===== src/rtl/pipeline_control_arbiter_pkg.sv =====
// Shared types for the pipeline control request interface: the control word
// that every requester drives, the arbiter FSM encoding and small field helpers.
package pipeline_control_arbiter_pkg;

  localparam int unsigned NUM_BARRIERS           = 4;
  localparam int unsigned NUM_REQUESTERS_DEFAULT = 4;

  // Barrier order used by the helper vectors: bit 0 = IF/ID, 1 = ID/EX,
  // 2 = EX/MEM, 3 = MEM/WB.
  typedef struct packed {
    logic active;
    logic exclusive;
    logic stage_IF_stall;
    logic stage_ID_stall;
    logic stage_EX_stall;
    logic stage_MEM_stall;
    logic stage_WB_stall;
    logic barrier_IF_ID_stall;
    logic barrier_ID_EX_stall;
    logic barrier_EX_MEM_stall;
    logic barrier_MEM_WB_stall;
    logic barrier_IF_ID_reset;
    logic barrier_ID_EX_reset;
    logic barrier_EX_MEM_reset;
    logic barrier_MEM_WB_reset;
  } lc3b_pipeline_control_word;

  localparam lc3b_pipeline_control_word PIPELINE_CONTROL_IDLE = '0;

  typedef logic [$clog2(NUM_REQUESTERS_DEFAULT)-1:0] lc3b_requester_id;

  typedef enum logic {
    ARB_IDLE,
    ARB_LOCKED
  } arb_state_e;

  // Field-wise merge of two control words.
  function automatic lc3b_pipeline_control_word control_word_or(
    input lc3b_pipeline_control_word a,
    input lc3b_pipeline_control_word b
  );
    return a | b;
  endfunction

  function automatic logic [NUM_BARRIERS-1:0] barrier_stall_bits(
    input lc3b_pipeline_control_word w
  );
    return {w.barrier_MEM_WB_stall, w.barrier_EX_MEM_stall,
            w.barrier_ID_EX_stall, w.barrier_IF_ID_stall};
  endfunction

  function automatic logic [NUM_BARRIERS-1:0] barrier_reset_bits(
    input lc3b_pipeline_control_word w
  );
    return {w.barrier_MEM_WB_reset, w.barrier_EX_MEM_reset,
            w.barrier_ID_EX_reset, w.barrier_IF_ID_reset};
  endfunction

  function automatic lc3b_pipeline_control_word with_barrier_resets(
    input lc3b_pipeline_control_word w,
    input logic [NUM_BARRIERS-1:0]   resets
  );
    lc3b_pipeline_control_word r;
    r                      = w;
    r.barrier_IF_ID_reset  = resets[0];
    r.barrier_ID_EX_reset  = resets[1];
    r.barrier_EX_MEM_reset = resets[2];
    r.barrier_MEM_WB_reset = resets[3];
    return r;
  endfunction

endpackage


===== src/rtl/pipeline_control_arbiter_merge.sv =====
// Combinational OR-reduction of the granted requests into one control word.
module pipeline_control_merge
  import pipeline_control_arbiter_pkg::*;
#(
  parameter int unsigned NUM_REQUESTERS = 4
) (
  input  lc3b_pipeline_control_word [NUM_REQUESTERS-1:0] request_in,
  input  logic [NUM_REQUESTERS-1:0]                      grant,
  output lc3b_pipeline_control_word                      merged
);

  // Accumulate every granted request field by field.
  always_comb begin
    merged = PIPELINE_CONTROL_IDLE;
    for (int unsigned i = 0; i < NUM_REQUESTERS; i++) begin
      if (grant[i]) begin
        merged = control_word_or(merged, request_in[i]);
      end
    end
  end

endmodule


===== src/rtl/pipeline_control_arbiter.sv =====
// Responder side of the pipeline control request interface: arbitrates
// exclusive ownership, merges granted requests, holds flushes aimed at
// stalled barriers, and keeps two saturating debug counters.
module pipeline_control_arbiter
  import pipeline_control_arbiter_pkg::*;
#(
  parameter int unsigned NUM_REQUESTERS = 4,
  parameter int unsigned CNT_WIDTH      = 32
) (
  input  logic                                          clk,
  input  logic                                          reset,
  input  lc3b_pipeline_control_word [NUM_REQUESTERS-1:0] request_in,
  output lc3b_pipeline_control_word                     pipeline_control_out,
  output logic [NUM_REQUESTERS-1:0]                     grant,
  output logic                                          lock_valid,
  output logic [$clog2(NUM_REQUESTERS)-1:0]             lock_owner,
  output logic [CNT_WIDTH-1:0]                          debug_stall_cycles,
  output logic [CNT_WIDTH-1:0]                          debug_flush_count
);

  localparam int unsigned ID_W = $clog2(NUM_REQUESTERS);

  arb_state_e                state_q, state_d;
  logic [ID_W-1:0]           owner_q, owner_d;
  logic                      owner_hold;
  logic                      excl_found;
  logic [ID_W-1:0]           excl_idx;
  logic                      lock_grant;
  lc3b_pipeline_control_word merged;
  lc3b_pipeline_control_word out_word;
  logic [NUM_BARRIERS-1:0]   merged_reset;
  logic [NUM_BARRIERS-1:0]   merged_stall;
  logic [NUM_BARRIERS-1:0]   pending_q;

  // State register: lock state and owner index.
  always_ff @(posedge clk) begin
    if (reset) begin
      state_q <= ARB_IDLE;
      owner_q <= '0;
    end else begin
      state_q <= state_d;
      owner_q <= owner_d;
    end
  end

  // Current owner keeps the lock only while still active and exclusive.
  always_comb begin
    owner_hold = 1'b0;
    if (state_q == ARB_LOCKED) begin
      for (int unsigned i = 0; i < NUM_REQUESTERS; i++) begin
        if (ID_W'(i) == owner_q) begin
          owner_hold = request_in[i].active & request_in[i].exclusive;
        end
      end
    end
  end

  // Lowest-index active exclusive request, used whenever no lock is held.
  always_comb begin
    excl_found = 1'b0;
    excl_idx   = '0;
    for (int unsigned i = 0; i < NUM_REQUESTERS; i++) begin
      if (!excl_found && request_in[i].active && request_in[i].exclusive) begin
        excl_found = 1'b1;
        excl_idx   = ID_W'(i);
      end
    end
  end

  // Next-state: a dropped lock falls through to IDLE rules in the same cycle,
  // so a new exclusive winner can take over on the very same edge.
  always_comb begin
    state_d = ARB_IDLE;
    owner_d = owner_q;
    if (owner_hold) begin
      state_d = ARB_LOCKED;
    end else if (excl_found) begin
      state_d = ARB_LOCKED;
      owner_d = excl_idx;
    end
  end

  // Output decode: grant vector and whether a lock is granted this cycle.
  always_comb begin
    grant      = '0;
    lock_grant = 1'b0;
    if (!reset) begin
      if (owner_hold) begin
        lock_grant = 1'b1;
        for (int unsigned i = 0; i < NUM_REQUESTERS; i++) begin
          grant[i] = (ID_W'(i) == owner_q);
        end
      end else if (excl_found) begin
        lock_grant = 1'b1;
        for (int unsigned i = 0; i < NUM_REQUESTERS; i++) begin
          grant[i] = (ID_W'(i) == excl_idx);
        end
      end else begin
        for (int unsigned i = 0; i < NUM_REQUESTERS; i++) begin
          grant[i] = request_in[i].active;
        end
      end
    end
  end

  assign lock_valid = (state_q == ARB_LOCKED);
  assign lock_owner = owner_q;

  pipeline_control_merge #(
    .NUM_REQUESTERS(NUM_REQUESTERS)
  ) u_merge (
    .request_in(request_in),
    .grant     (grant),
    .merged    (merged)
  );

  assign merged_reset = barrier_reset_bits(merged);
  assign merged_stall = barrier_stall_bits(merged);

  // Final word: exclusive reflects the lock grant, held flushes are replayed
  // on unstalled barriers, and everything is zero in the reset cycle.
  always_comb begin
    out_word           = merged;
    out_word.exclusive = lock_grant;
    out_word           = with_barrier_resets(out_word,
                           merged_reset | (pending_q & ~merged_stall));
    if (reset) begin
      out_word = PIPELINE_CONTROL_IDLE;
    end
  end

  assign pipeline_control_out = out_word;

  // Pending flush: set by reset-while-stalled, held while stalled, dropped
  // after the first unstalled cycle (in which it was forced onto the output).
  always_ff @(posedge clk) begin
    if (reset) begin
      pending_q <= '0;
    end else begin
      pending_q <= (merged_reset & merged_stall) | (pending_q & merged_stall);
    end
  end

  // Saturating debug counters driven from the final output word.
  always_ff @(posedge clk) begin
    if (reset) begin
      debug_stall_cycles <= '0;
      debug_flush_count  <= '0;
    end else begin
      if (out_word.stage_IF_stall && (debug_stall_cycles != '1)) begin
        debug_stall_cycles <= debug_stall_cycles + 1'b1;
      end
      if (out_word.barrier_IF_ID_reset && (debug_flush_count != '1)) begin
        debug_flush_count <= debug_flush_count + 1'b1;
      end
    end
  end

endmodule


===== config.mk =====
export PLATFORM = sky130hd
export DESIGN_NAME = pipeline_control_arbiter
export DESIGN_NICKNAME = d
export VERILOG_FILES = /design/src/rtl/pipeline_control_arbiter_pkg.sv /design/src/rtl/pipeline_control_arbiter_merge.sv /design/src/rtl/pipeline_control_arbiter.sv
export SDC_FILE = /design/constraint.sdc
export NUM_CORES = 1
export LEC_CHECK = 0
export CAP_MARGIN = 10
export CELL_PAD_IN_SITES_DETAIL_PLACEMENT = 1
export CELL_PAD_IN_SITES_GLOBAL_PLACEMENT = 2
export CORE_ASPECT_RATIO = 2
export CORE_MARGIN = 8
export CORE_UTILIZATION = 27
export DETAILED_ROUTE_END_ITERATION = 10
export PLACE_DENSITY = 0.95
export SKIP_CTS_REPAIR_TIMING = 1
export SLEW_MARGIN = 10
export SYNTH_ARGS = -nofsm -noshare
export SYNTH_HDL_FRONTEND = slang
export SYNTH_SLANG_ARGS = --single-unit

===== constraint.sdc =====
create_clock -name clk -period 5.6 [get_ports clk]
set_clock_uncertainty 0.1 [all_clocks]
set_input_delay 0.56 -clock clk [delete_from_list [all_inputs] [get_ports clk]]
set_output_delay 0.56 -clock clk [all_outputs]
set_load 0.01 [all_outputs]

==> flow_summary.toml <==
[yosys]
ys_seq_elements = 71
yosysWarnings = 0
yosysSeqAreaShare_pct = 35.39
synth_most_common_cell = "dfxtp_1"
synthesis.nets = 568
ys.flop_type = "dfxtp_1"
synth_top_area_cell = "dfxtp_1"
yosys-top-cells-area = "dfxtp_1 35%, xnor2_1 6.1%, nand2_1 5.2%, a21oi_1 4.2%, nor2_1 4.0%"
async_flop_share_pct = 0
synth_commonest_cells = "71 x dfxtp_1, 56 x nand2_1, 43 x nor2_1"
avgSynthCellArea_um2 = 7.969
ys_types = 56
synthCells = 504
netlist_area_um2 = 4016
synth_top_area_share_pct = 35.39
synth_edf_count = 0

[cells_and_area]
final_core_util_pct = 40.95
drive_gt1_share_pct = 5.418
final_nets = 706
fillers = 1781
fin_cells = 844
syn_to_final_growth_pct = 49.50

[global_route]
first_global_vias = 4681
use_met1_pct = 18.53
grt_use_total_pct = 15.76
antenna_found_initial = 3
grt_use_met2_pct = 25.09
grt_max_degree = 59
grt_pass1_wl_um = 24430
use_met3_pct = 5.471
busiest_layer = "met2"
overflow = 0

[drt]
dr.pass1.iters = 4
ant_nets = 0
drt_iter0_drc = 187
via_per_inst = 5.264
wl_um = 15370
drc = 0
vias = 4443
wl_per_cell_um = 18.21

[clock_tree]
insertion_delay_ns = 0.33
cts_buffers = 9
tritoncts = "yes"
cts-root-buf = "clkbuf_16"
clock_path_buffers = 2
htreeDepth = 3
cts.sinks = 71
clk_pin_slew_ns = 0.06

[timing]
rsz0062_at_grt = "false"
fmax_mhz = 218.1
period_share_pct = 81.88
slew_headroom_pct = 49.09
hold_viol_final = 0
fin_crit_ns = 4.585
slew_viol_final = 0
finalSetupTns_ns = 0
tightest_slew_ns = 0.7596
fin_hold_ws_ns = 0.3668
setup_ws_ns = 1.015
finalSetupViolations = 0

[critical_path]
r2r_end = "debug_flush_count[23]"
crit_path_end_kind = "primary output"
cp.arrival_ns = 3.93
cp_max_fo = 12
worstSetupStartpointType = "primary input"
worst-r2r-cell-count = 10
crit_end = "pipeline_control_out[0]"
path_class = "in2out"
required_ns = 4.94
r2r-start = "lock_owner[0]"
startpoint = "request_in[29]"
reg2reg_slack_ns = 2.30

[floorplan]
rows = 63
initial_core_util_pct = 27.39
io_pins = 148
die_w_um = 102.2
dieArea_um2 = 19270
die_y_um = 188.5
core_area_um2 = 14660

[pwr]
power_density_nw_per_um2 = 240.8
pwr-share-comb_pct = 20.0
clkPwrFrac_pct = 42.9
vdd_drop_max_uv = 130.9
p_sw_share_pct = 26.92
power_frac_seq_pct = 37.1
p_int_mw = 1.057
leakage_nw = 1.993
p_sw_mw = 0.3893

[place]
dpl_worst_slack_ns = 0.9400
place_congestion = 0.9008
portBuffers = 147
hpwl_um = 11450
dp_cells = 826

[run_status]
outcome = "finished clean"

[job]
maxCapViolCount = 0

[hold_path]
min_path_type = "reg2reg"
-- logic make-up (layout without fill, tap and decap cells) --
logic type,Yosys count,in the layout,share of synthesized area [%]
buffers and inverters,39,181,3.801
adder cells (fa/ha/maj),2,2,0.6230
XOR/XNOR,29,29,6.324
AO/OA/AOI/OAI,109,109,18.79
flip-flops,71,71,35.39
multiplexers,4,4,1.090
AND/OR/NAND/NOR,250,250,33.99
other,0,3,0
-- layout by cell type, fill, tap and decap left out, drive strengths merged, types with 4 or more instances in the layout --
cell type / n
xnor2: 28
a222oi: 10
nand2: 56
clkbuf: 11
nor4b: 4
or4: 8
nor3: 26
and3: 12
nor3b: 7
buf: 8
dfxtp: 71
o31ai: 5
nand3: 20
o21ai: 28
o41ai: 5
nand4: 15
inv: 12
or3: 20
and2: 9
and4: 12
or4b: 4
o21a: 4
nor2: 43
a21oi: 35
nor2b: 6
clkdlybuf4s50: 146
-- how the worst min path moves through the flow --
stage | from | endpoint | slack (ns) | depth (start not counted)
after CTS | pending_q[2] | pending_q[2] | 0.37 | 1
after global placement | pending_q[0] | pending_q[0] | 0.35 | 1
after global routing | pending_q[2] | pending_q[2] | 0.39 | 1
final | pending_q[2] | pending_q[2] | 0.37 | 1
after floorplan | pending_q[1] | pending_q[1] | 0.34 | 1
after detailed placement | pending_q[2] | pending_q[2] | 0.35 | 1
-- through the flow --
stage / instance area, um2 / power, mW
2_1_floorplan: 4016 / 0.6817
3_3_place_gp: 5684 / 0.8320
3_5_place_dp: 5684 / 0.8394
4_1_cts: 5997 / 1.471
5_1_grt: 6005 / 1.512
6_report: 6005 / 1.446
-- registers in the layout (all words and copies together), names as in the netlist --
register,cells
lock_owner,2
debug_flush_count,32
lock_valid,1
pending_q,4
debug_stall_cycles,32
-- power by group through the flow --
stage | sequential, mW | combinational (mW) | clock [mW]
after global placement | 0.546 | 0.286 | 0
after floorplan | 0.548 | 0.133 | 0
final | 0.536 | 0.289 | 0.621
after global routing | 0.539 | 0.314 | 0.658
after detailed placement | 0.548 | 0.292 | 0
after CTS | 0.536 | 0.293 | 0.642
-- layout make-up --
class | count | area [um2] | share of cell area, %
clock buffers | 11 | 242.7 | 4.043
inverters | 12 | 45.04 | 0.7502
well taps | 195 | 244.0 | 4.063
repair buffers | 154 | 1519 | 25.30
multi-input cells | 394 | 2455 | 40.88
flip-flops and latches | 71 | 1421 | 23.67
diodes | 3 | 7.507 | 0.1250
clock inverters | 4 | 70.07 | 1.167
-- worst max-delay path, cell delays in order --
cell and delay [ns]:
clkdlybuf4s50_1 0.53, nand2_1 0.13, o211ai_1 0.43, nor3b_2 0.40, nor3_1 0.09, buf_4 0.20
a222oi_1 0.33, nand2_1 0.14, o311ai_0 0.47, clkdlybuf4s50_1 0.65
-- routing by layer --
layer	share of wire [%]	wire length [um]	vias up
met3	8.9	1374	16
met5	0	0	-
li1	-	-	2140
met2	45	6900	154
met1	44	6836	2133
met4	1.7	258	0
Power figures use the tool's default switching activity.
